<file path="src/rtl/multi_timer.sv">
// Multi-channel interval timer: one shared prescaler strobe drives CHANNELS
// independent one-shot/periodic tick counters. No derived clocks are generated.

module multi_timer_chan #(
    parameter int WIDTH = 8
) (
    input  logic             clk_in,
    input  logic             reset_n,
    input  logic             tick,
    input  logic             start,
    input  logic             stop,
    input  logic             mode,
    input  logic [WIDTH-1:0] load_value,
    output logic             done_pulse,
    output logic             toggle_out,
    output logic             busy,
    output logic [WIDTH-1:0] count_value
);
    typedef enum logic {S_IDLE = 1'b0, S_RUN = 1'b1} state_t;

    state_t           state_q, state_d;
    logic [WIDTH-1:0] cnt_q, cnt_d;
    logic [WIDTH-1:0] term_q, term_d;
    logic             mode_q, mode_d;
    logic             done_q, done_d;
    logic             tog_q, tog_d;
    logic             at_term;

    // term is never 0 in RUN, so term-1 cannot underflow there
    assign at_term = (cnt_q == (term_q - WIDTH'(1)));

    always_ff @(posedge clk_in or negedge reset_n) begin
        if (!reset_n) begin
            state_q <= S_IDLE;
            cnt_q   <= '0;
            term_q  <= '0;
            mode_q  <= 1'b0;
            done_q  <= 1'b0;
            tog_q   <= 1'b0;
        end else begin
            state_q <= state_d;
            cnt_q   <= cnt_d;
            term_q  <= term_d;
            mode_q  <= mode_d;
            done_q  <= done_d;
            tog_q   <= tog_d;
        end
    end

    always_comb begin
        state_d = state_q;
        cnt_d   = cnt_q;
        term_d  = term_q;
        mode_d  = mode_q;
        done_d  = 1'b0;
        tog_d   = tog_q;
        case (state_q)
            S_IDLE: begin
                if (start && !stop && (load_value != '0)) begin
                    state_d = S_RUN;
                    term_d  = load_value;
                    mode_d  = mode;
                    cnt_d   = '0;
                end
            end
            S_RUN: begin
                if (stop) begin
                    state_d = S_IDLE;
                    cnt_d   = '0;
                end else if (tick) begin
                    if (at_term) begin
                        done_d = 1'b1;
                        tog_d  = ~tog_q;
                        cnt_d  = '0;
                        if (!mode_q) state_d = S_IDLE;
                    end else begin
                        cnt_d = cnt_q + WIDTH'(1);
                    end
                end
            end
            default: state_d = S_IDLE;
        endcase
    end

    always_comb begin
        busy        = (state_q == S_RUN);
        count_value = cnt_q;
        done_pulse  = done_q;
        toggle_out  = tog_q;
    end
endmodule

module multi_timer #(
    parameter int CHANNELS  = 2,
    parameter int WIDTH     = 8,
    parameter int PRESCALE  = 50000000,
    parameter int PRE_WIDTH = 26
) (
    input  logic                      clk_in,
    input  logic                      reset_n,
    input  logic [CHANNELS-1:0]       start,
    input  logic [CHANNELS-1:0]       stop,
    input  logic [CHANNELS-1:0]       mode,
    input  logic [CHANNELS*WIDTH-1:0] load_value,
    output logic                      tick_out,
    output logic [CHANNELS-1:0]       done_pulse,
    output logic [CHANNELS-1:0]       toggle_out,
    output logic [CHANNELS-1:0]       busy,
    output logic [CHANNELS*WIDTH-1:0] count_value
);
    localparam logic [PRE_WIDTH-1:0] PC_LAST = PRE_WIDTH'(PRESCALE - 1);

    logic [PRE_WIDTH-1:0] pc_q, pc_d;
    logic                 tick_q;

    // With PRESCALE=1 PC_LAST is 0, so pc stays 0 and the strobe stays high
    always_comb pc_d = (pc_q == PC_LAST) ? '0 : pc_q + PRE_WIDTH'(1);

    always_ff @(posedge clk_in or negedge reset_n) begin
        if (!reset_n) begin
            pc_q   <= '0;
            tick_q <= 1'b0;
        end else begin
            pc_q   <= pc_d;
            tick_q <= (pc_q == PC_LAST);
        end
    end

    assign tick_out = tick_q;

    for (genvar g = 0; g < CHANNELS; g++) begin : g_chan
        multi_timer_chan #(.WIDTH(WIDTH)) u_chan (
            .clk_in      (clk_in),
            .reset_n     (reset_n),
            .tick        (tick_q),
            .start       (start[g]),
            .stop        (stop[g]),
            .mode        (mode[g]),
            .load_value  (load_value[g*WIDTH +: WIDTH]),
            .done_pulse  (done_pulse[g]),
            .toggle_out  (toggle_out[g]),
            .busy        (busy[g]),
            .count_value (count_value[g*WIDTH +: WIDTH])
        );
    end
endmodule

</file>
<file path="config.mk">
export PLATFORM = sky130hd
export DESIGN_NAME = multi_timer
export DESIGN_NICKNAME = d
export VERILOG_FILES = /design/src/rtl/multi_timer.sv
export SDC_FILE = /design/constraint.sdc
export NUM_CORES = 1
export LEC_CHECK = 0
export CORE_UTILIZATION = 36
export CTS_CLUSTER_SIZE = 20
export DETAILED_ROUTE_END_ITERATION = 10
export HOLD_SLACK_MARGIN = 0.1
export PLACE_DENSITY_LB_ADDON = 0.15
export SYNTH_ARGS = -nofsm -noshare
export SYNTH_HDL_FRONTEND = slang
export SYNTH_SLANG_ARGS = --single-unit
</file>
<file path="constraint.sdc">
create_clock -name clk_in -period 3.3 [get_ports clk_in]
set_clock_uncertainty 0.2 [all_clocks]
set_input_delay 0.495 -clock clk_in [delete_from_list [all_inputs] [get_ports clk_in]]
set_output_delay 0.495 -clock clk_in [all_outputs]
set_load 0.02 [all_outputs]
</file>
Word-level counts from Yosys, hierarchy flattened
Index checks and enable logic that the tools add are counted.
W data, S select, Z words.
Storage, ports and cells
  output and inout port bits: 23
  flip-flop bits (word level): 67
  word-level logic and storage cells: 77
  memories kept: 0
  bits in latches: 0
  memory bits (writable): 0
  ROM bits: 0
Cells by class
  $mul: 0
  add/subtract/negate cells: 5
  muxes and demuxes: 31
  $lt $le $gt $ge: 0
  bitwise gates (word level): 6
  divide/modulo/power cells: 0
  shifts and indexed selects: 0
  eq/ne operators: 7
  reduce and logical (&&, ||, !) cells: 14
Operator list (number)
  $mux W8: 8
  $pmux W8 S2: 2
  $add A26 B1 Y26 const B: 1
  $eq A26 B26 Y1 const B: 1
  $mux W26: 1
  $mux W1: 18
  $add A8 B1 Y8 const B: 2
  $eq A8 B8 Y1: 2
  $reduce_bool A8 Y1: 2
  $sub A8 B1 Y8 const B: 2
  $reduce_and A2 Y1: 4
  $reduce_and A4 Y1: 2
  $ne A3 B3 Y1 const B: 2
  $not A1 Y1: 6
  $logic_and A1 B1 Y1: 4
  $ne A2 B1 Y1 const B: 2
  $pmux W1 S2: 2
  $logic_not A1 Y1: 2

Depth between registers and ports, before layout
  depth after elaboration: 6
  mapped depth: 11
  mapped depth without buffers: 9

Cells and area by module
A second synthesis with hierarchy kept.
Unflattened totals
  cell total of the unflattened synthesis: 385
  area total of the unflattened synthesis: 3787.4 um^2
By module, submodules not included
  multi_timer_chan: times used 2, cells each 125, area an instance 1212.4 um^2, seq. area each 500.5 um^2
  multi_timer: times used 1, cells each 135, area an instance 1362.6 um^2, seq. area each 675.6 um^2

Worst setup path after synthesis
Ideal clock, no wire load.
  path type: reg-to-reg
  start: reg g_chan[1].u_chan.term_q[0]
  end: reg g_chan[1].u_chan.cnt_q[6]
  library setup time: 0.121 ns
  stages on the path, launching flop included: 12
  clock period less this slack: 2.668 ns
  path buffers: 2
  data arrival time: 2.347 ns
  setup slack: 0.632 ns
  cells stage by stage: dfrtp_1 > inv_1 > ha_1 > buf_2 > nor2b_1 > or3_1 > a31o_2 > nor4_2 > or3_1 > buf_2 > or3_1 > o21ai_1
Between the ends
  word-level cells in the longest chain between the ends: 6
RTL lines
  start: declaration: line 23  | logic [WIDTH-1:0] term_q, term_d;
  start signal: assignment: line 43  | term_q <= term_d;
  $sub A8 B1 Y8: line 30  | assign at_term = (cnt_q == (term_q - WIDTH'(1)));
  $eq A8 B8 Y1: line 30
  $mux W8: line 71  | if (at_term) begin
  $mux W8: line 70  | end else if (tick) begin
  $mux W8: line 67  | if (stop) begin
  $pmux W8 S2: line 57  | case (state_q)
  end signal: assignment: line 42  | cnt_q <= cnt_d;
  end: declaration: line 22  | logic [WIDTH-1:0] cnt_q, cnt_d;
No other way between the ends. The select of a mux whose other input is x is not followed.
A chain may end at the register's enable or synchronous reset.

Worst setup path in the final report
Same ends and word-level chain as after synthesis.

==> flow_metrics.env <==
export IMPL_switchingPower_uw=538
export IMPL_clock_root_buffer="clkbuf_8"
export IMPL_place_hpwl_mm=5.41
export IMPL_dieArea_sq_um=10200
export IMPL_powerDensity_nw_per_um2=435
export IMPL_syn_area_sq_um=3540
export IMPL_sw_frac_of_total_pct=28.7
export IMPL_critPathSlowestCell="nor4_2"
export IMPL_fin_util_pct=46.1
export IMPL_cts_buffers=9
export IMPL_setup_violations_final=0
export IMPL_grt_usage_pct=16.0
export IMPL_ys_seq_elements=67
export IMPL_start_util_pct=37.8
export IMPL_die_height_um=101
export IMPL_setup_tns_ns=0
export IMPL_seq_area_frac_synth_pct=47.3
export IMPL_drt_iter0_drc=116
export IMPL_place_ws_ns=0.422
export IMPL_peakVddDrop_uv=179
export IMPL_design_area_sq_um=4320
export IMPL_yosysUniqueCellTypes=47
export IMPL_async_flop_share_pct=100
export IMPL_r2r_cells=9
export IMPL_grt_max_degree=68
export IMPL_ys_warn_count=0
export IMPL_gr_total_overflow=0
export IMPL_combPwrFrac_pct=18.5
export IMPL_synth_largest_area_cell="dfrtp_1"
export IMPL_place_area_sq_um=4150
export IMPL_vias_per_cell=4.98
export IMPL_p_int_uw=1340
export IMPL_max_freq_mhz=338
export IMPL_post_drt_wl_per_cell_um=13.7
export IMPL_grt_pass1_wl_mm=12.7
export IMPL_routed_wl_met3_um=273
export IMPL_finalHoldViolations=0
export IMPL_hp_class="flip-flop to flip-flop"
export IMPL_max_stage_delay_ns=0.54
export IMPL_drt_met1_wl_mm=3.66
export IMPL_power_leakage_uw=0.00176
export IMPL_drc=0
export IMPL_ios=47
export IMPL_synth_edf_count=0
export IMPL_die_x_um=101
export IMPL_outcome="completed"
export IMPL_grt_pass1_vias=2633
export IMPL_postRouteAntennaNets=0
export IMPL_gp_congestion=0.790
export IMPL_layout_drive_gt1_share_pct=9.16
export IMPL_dr_total_vias=2710
export IMPL_crit_required_ns=3.33
export IMPL_drv_slew=0
export IMPL_placementRows=35
export IMPL_r2r_start="g_chan[1].u_chan.term_q[0]$_DFFE_PN0P_"
export IMPL_fin_ws_ns=0.345
export IMPL_synth_top_area_share_pct=47.3
export IMPL_synth_area_top_cells="dfrtp_1 (47%), xnor2_1 (5.9%), xor2_1 (5.4%)"
export IMPL_min_period_ns=2.95
export IMPL_cts_sinks=67
export IMPL_topRoutingLayerUsed="met4"
export IMPL_synth_most_common_cell="dfrtp_1"
export IMPL_hold_depth=1
export IMPL_avgSynthCellArea_sq_um=9.82
export IMPL_clock_path_buffers=2
export IMPL_cts_tree="yes"
export IMPL_synth_main_ff_cell="dfrtp_1"
export IMPL_worstSetupPathType="flip-flop to flip-flop"
export IMPL_hold_start="g_chan[0].u_chan.toggle_out$_DFFE_PN0P_"
export IMPL_p_seq_share_pct=50.6
export IMPL_antenna_found_initial=0
export IMPL_maxSlewHeadroom_pct=62.6
export IMPL_synthTopCellsByCount="dfrtp_1 (67), nor2_1 (36), nand2_1 (29), xnor2_1 (24), xor2_1 (22)"
export IMPL_rsz0062_at_grt="no"
export IMPL_path_common_cell="or3_1"
export IMPL_cp_end_kind="flip-flop"
export IMPL_wl_mm=7.43
export IMPL_arrival_ns=2.98
export IMPL_worstSkewPairLatency_ns=0.33
export IMPL_antenna_cells=0
export IMPL_worstSetupStartpoint="g_chan[1].u_chan.term_q[0]$_DFFE_PN0P_"
export IMPL_area_growth_syn_to_layout_pct=21.8
export IMPL_clkPwrFrac_pct=30.9
export IMPL_ctsHtreeMaxLevel=3
export IMPL_clkSlewWorstSetupHoldPaths_ns=0.08
export IMPL_synthesis_nets=390
export IMPL_fin_crit_sh_pct=89.5
export IMPL_final_nets=440
export IMPL_total_power_uw=1880
export IMPL_worst_setup_path_start_kind="flip-flop"
export IMPL_core_area_sq_um=9370
export IMPL_maxCapViolCount=0
export IMPL_worst_pin_slew_ns=0.556
export IMPL_crit_chain="inv_1, ha_1, nor2b_1, or3_1, a31o_2, nor4_2, or3_1, or3_1, o21ai_1"
export IMPL_crit_fanout=9
export IMPL_portBuffers=46
export IMPL_dr_wl_met2_mm=3.46
export IMPL_synth_cells=361
export IMPL_dr_pass1_iters=4
==> metrics by stage <==
stage	hold slack, ns	cells
after floorplan	-0.000591	361
after global placement	0.259	528
after detailed placement	0.262	528
after CTS	0.272	544
after global routing	0.298	544
final	0.272	544
==> metal layers <==
layer  vias up  track usage [%]
li1       1367                -
met1      1299             21.3
met2        42             25.5
met3         2             4.28
met4         0             5.02
met5         -                0
==> power by group through the flow <==
stage                     sequential (uW)  combinational [uW]  clock [uW]
after detailed placement              966                 348           0
after CTS                             950                 351         612
after floorplan                       952                 237           0
after global routing                  961                 386         647
final                                 950                 346         580
after global placement                965                 344           0
==> cells in the final DEF (no fill, tap or decap), drive strengths merged, types with 14 or more instances in the layout <==
| cell type | netlist | layout |
|---|---|---|
| nand3 | 17 | 17 |
| nand2 | 29 | 29 |
| xnor2 | 24 | 24 |
| dfrtp | 67 | 67 |
| nor3 | 14 | 14 |
| o21ai | 22 | 22 |
| clkdlybuf4s50 | 0 | 45 |
| xor2 | 22 | 22 |
| nor2 | 36 | 36 |
==> critical path, delay by kind of cell (launching register included) <==
family          cells  cell delay, ns
compound gates      2            0.30
flops               1            0.42
buf+inv             1            0.08
simple gates        5            1.52
fa+ha+maj           1            0.32
==> final timing paths <==
path	end	slack, ns
min	g_chan[0].u_chan.toggle_out$_DFFE_PN0P_	0.27
min reg2reg	g_chan[0].u_chan.toggle_out$_DFFE_PN0P_	0.27
max reg2reg	g_chan[1].u_chan.count_value[6]$_DFFE_PN0P_	0.35
min in group asynchronous	g_chan[1].u_chan.count_value[4]$_DFFE_PN0P_	0.51
max in group asynchronous	pc_q[15]$_DFF_PN0_	2.10
max	g_chan[1].u_chan.count_value[6]$_DFFE_PN0P_	0.35
==> registers in the layout, summed over array words and instances, names as in the netlist <==
register and count:
g_chan.u_chan.term_q 16, g_chan.u_chan.mode_q 2, tick_out 1, g_chan.u_chan.busy 2
pc_q 26, g_chan.u_chan.done_pulse 2, g_chan.u_chan.toggle_out 2, g_chan.u_chan.count_value 16
==> area by class of cell <==
| type | instances | area, sq um |
|---|---|---|
| fillers | 930 | 5050 |
| inverters | 12 | 45.0 |
| clock inverters | 3 | 15.0 |
| clock buffers | 12 | 145 |
| multi-input cells | 268 | 1750 |
| flip-flops and latches | 67 | 1680 |
| well taps | 129 | 161 |
| repair buffers | 53 | 523 |
==> cells by family after synthesis <==
kind of cell | synth area share, %
mux | 3.81
simple gates | 22.9
xor+xnor | 11.4
buf+inv | 3.49
fa+ha+maj | 1.76
compound gates | 9.32
flops | 47.3
==> repair_timing <==
action / CTS / global route
hold endpoints to repair: 67 / 0
hold buffers: 1 / 0
setup buffers: 0 / 0
gates resized for setup: 0 / 0
(Power assumes the default switching activity.)
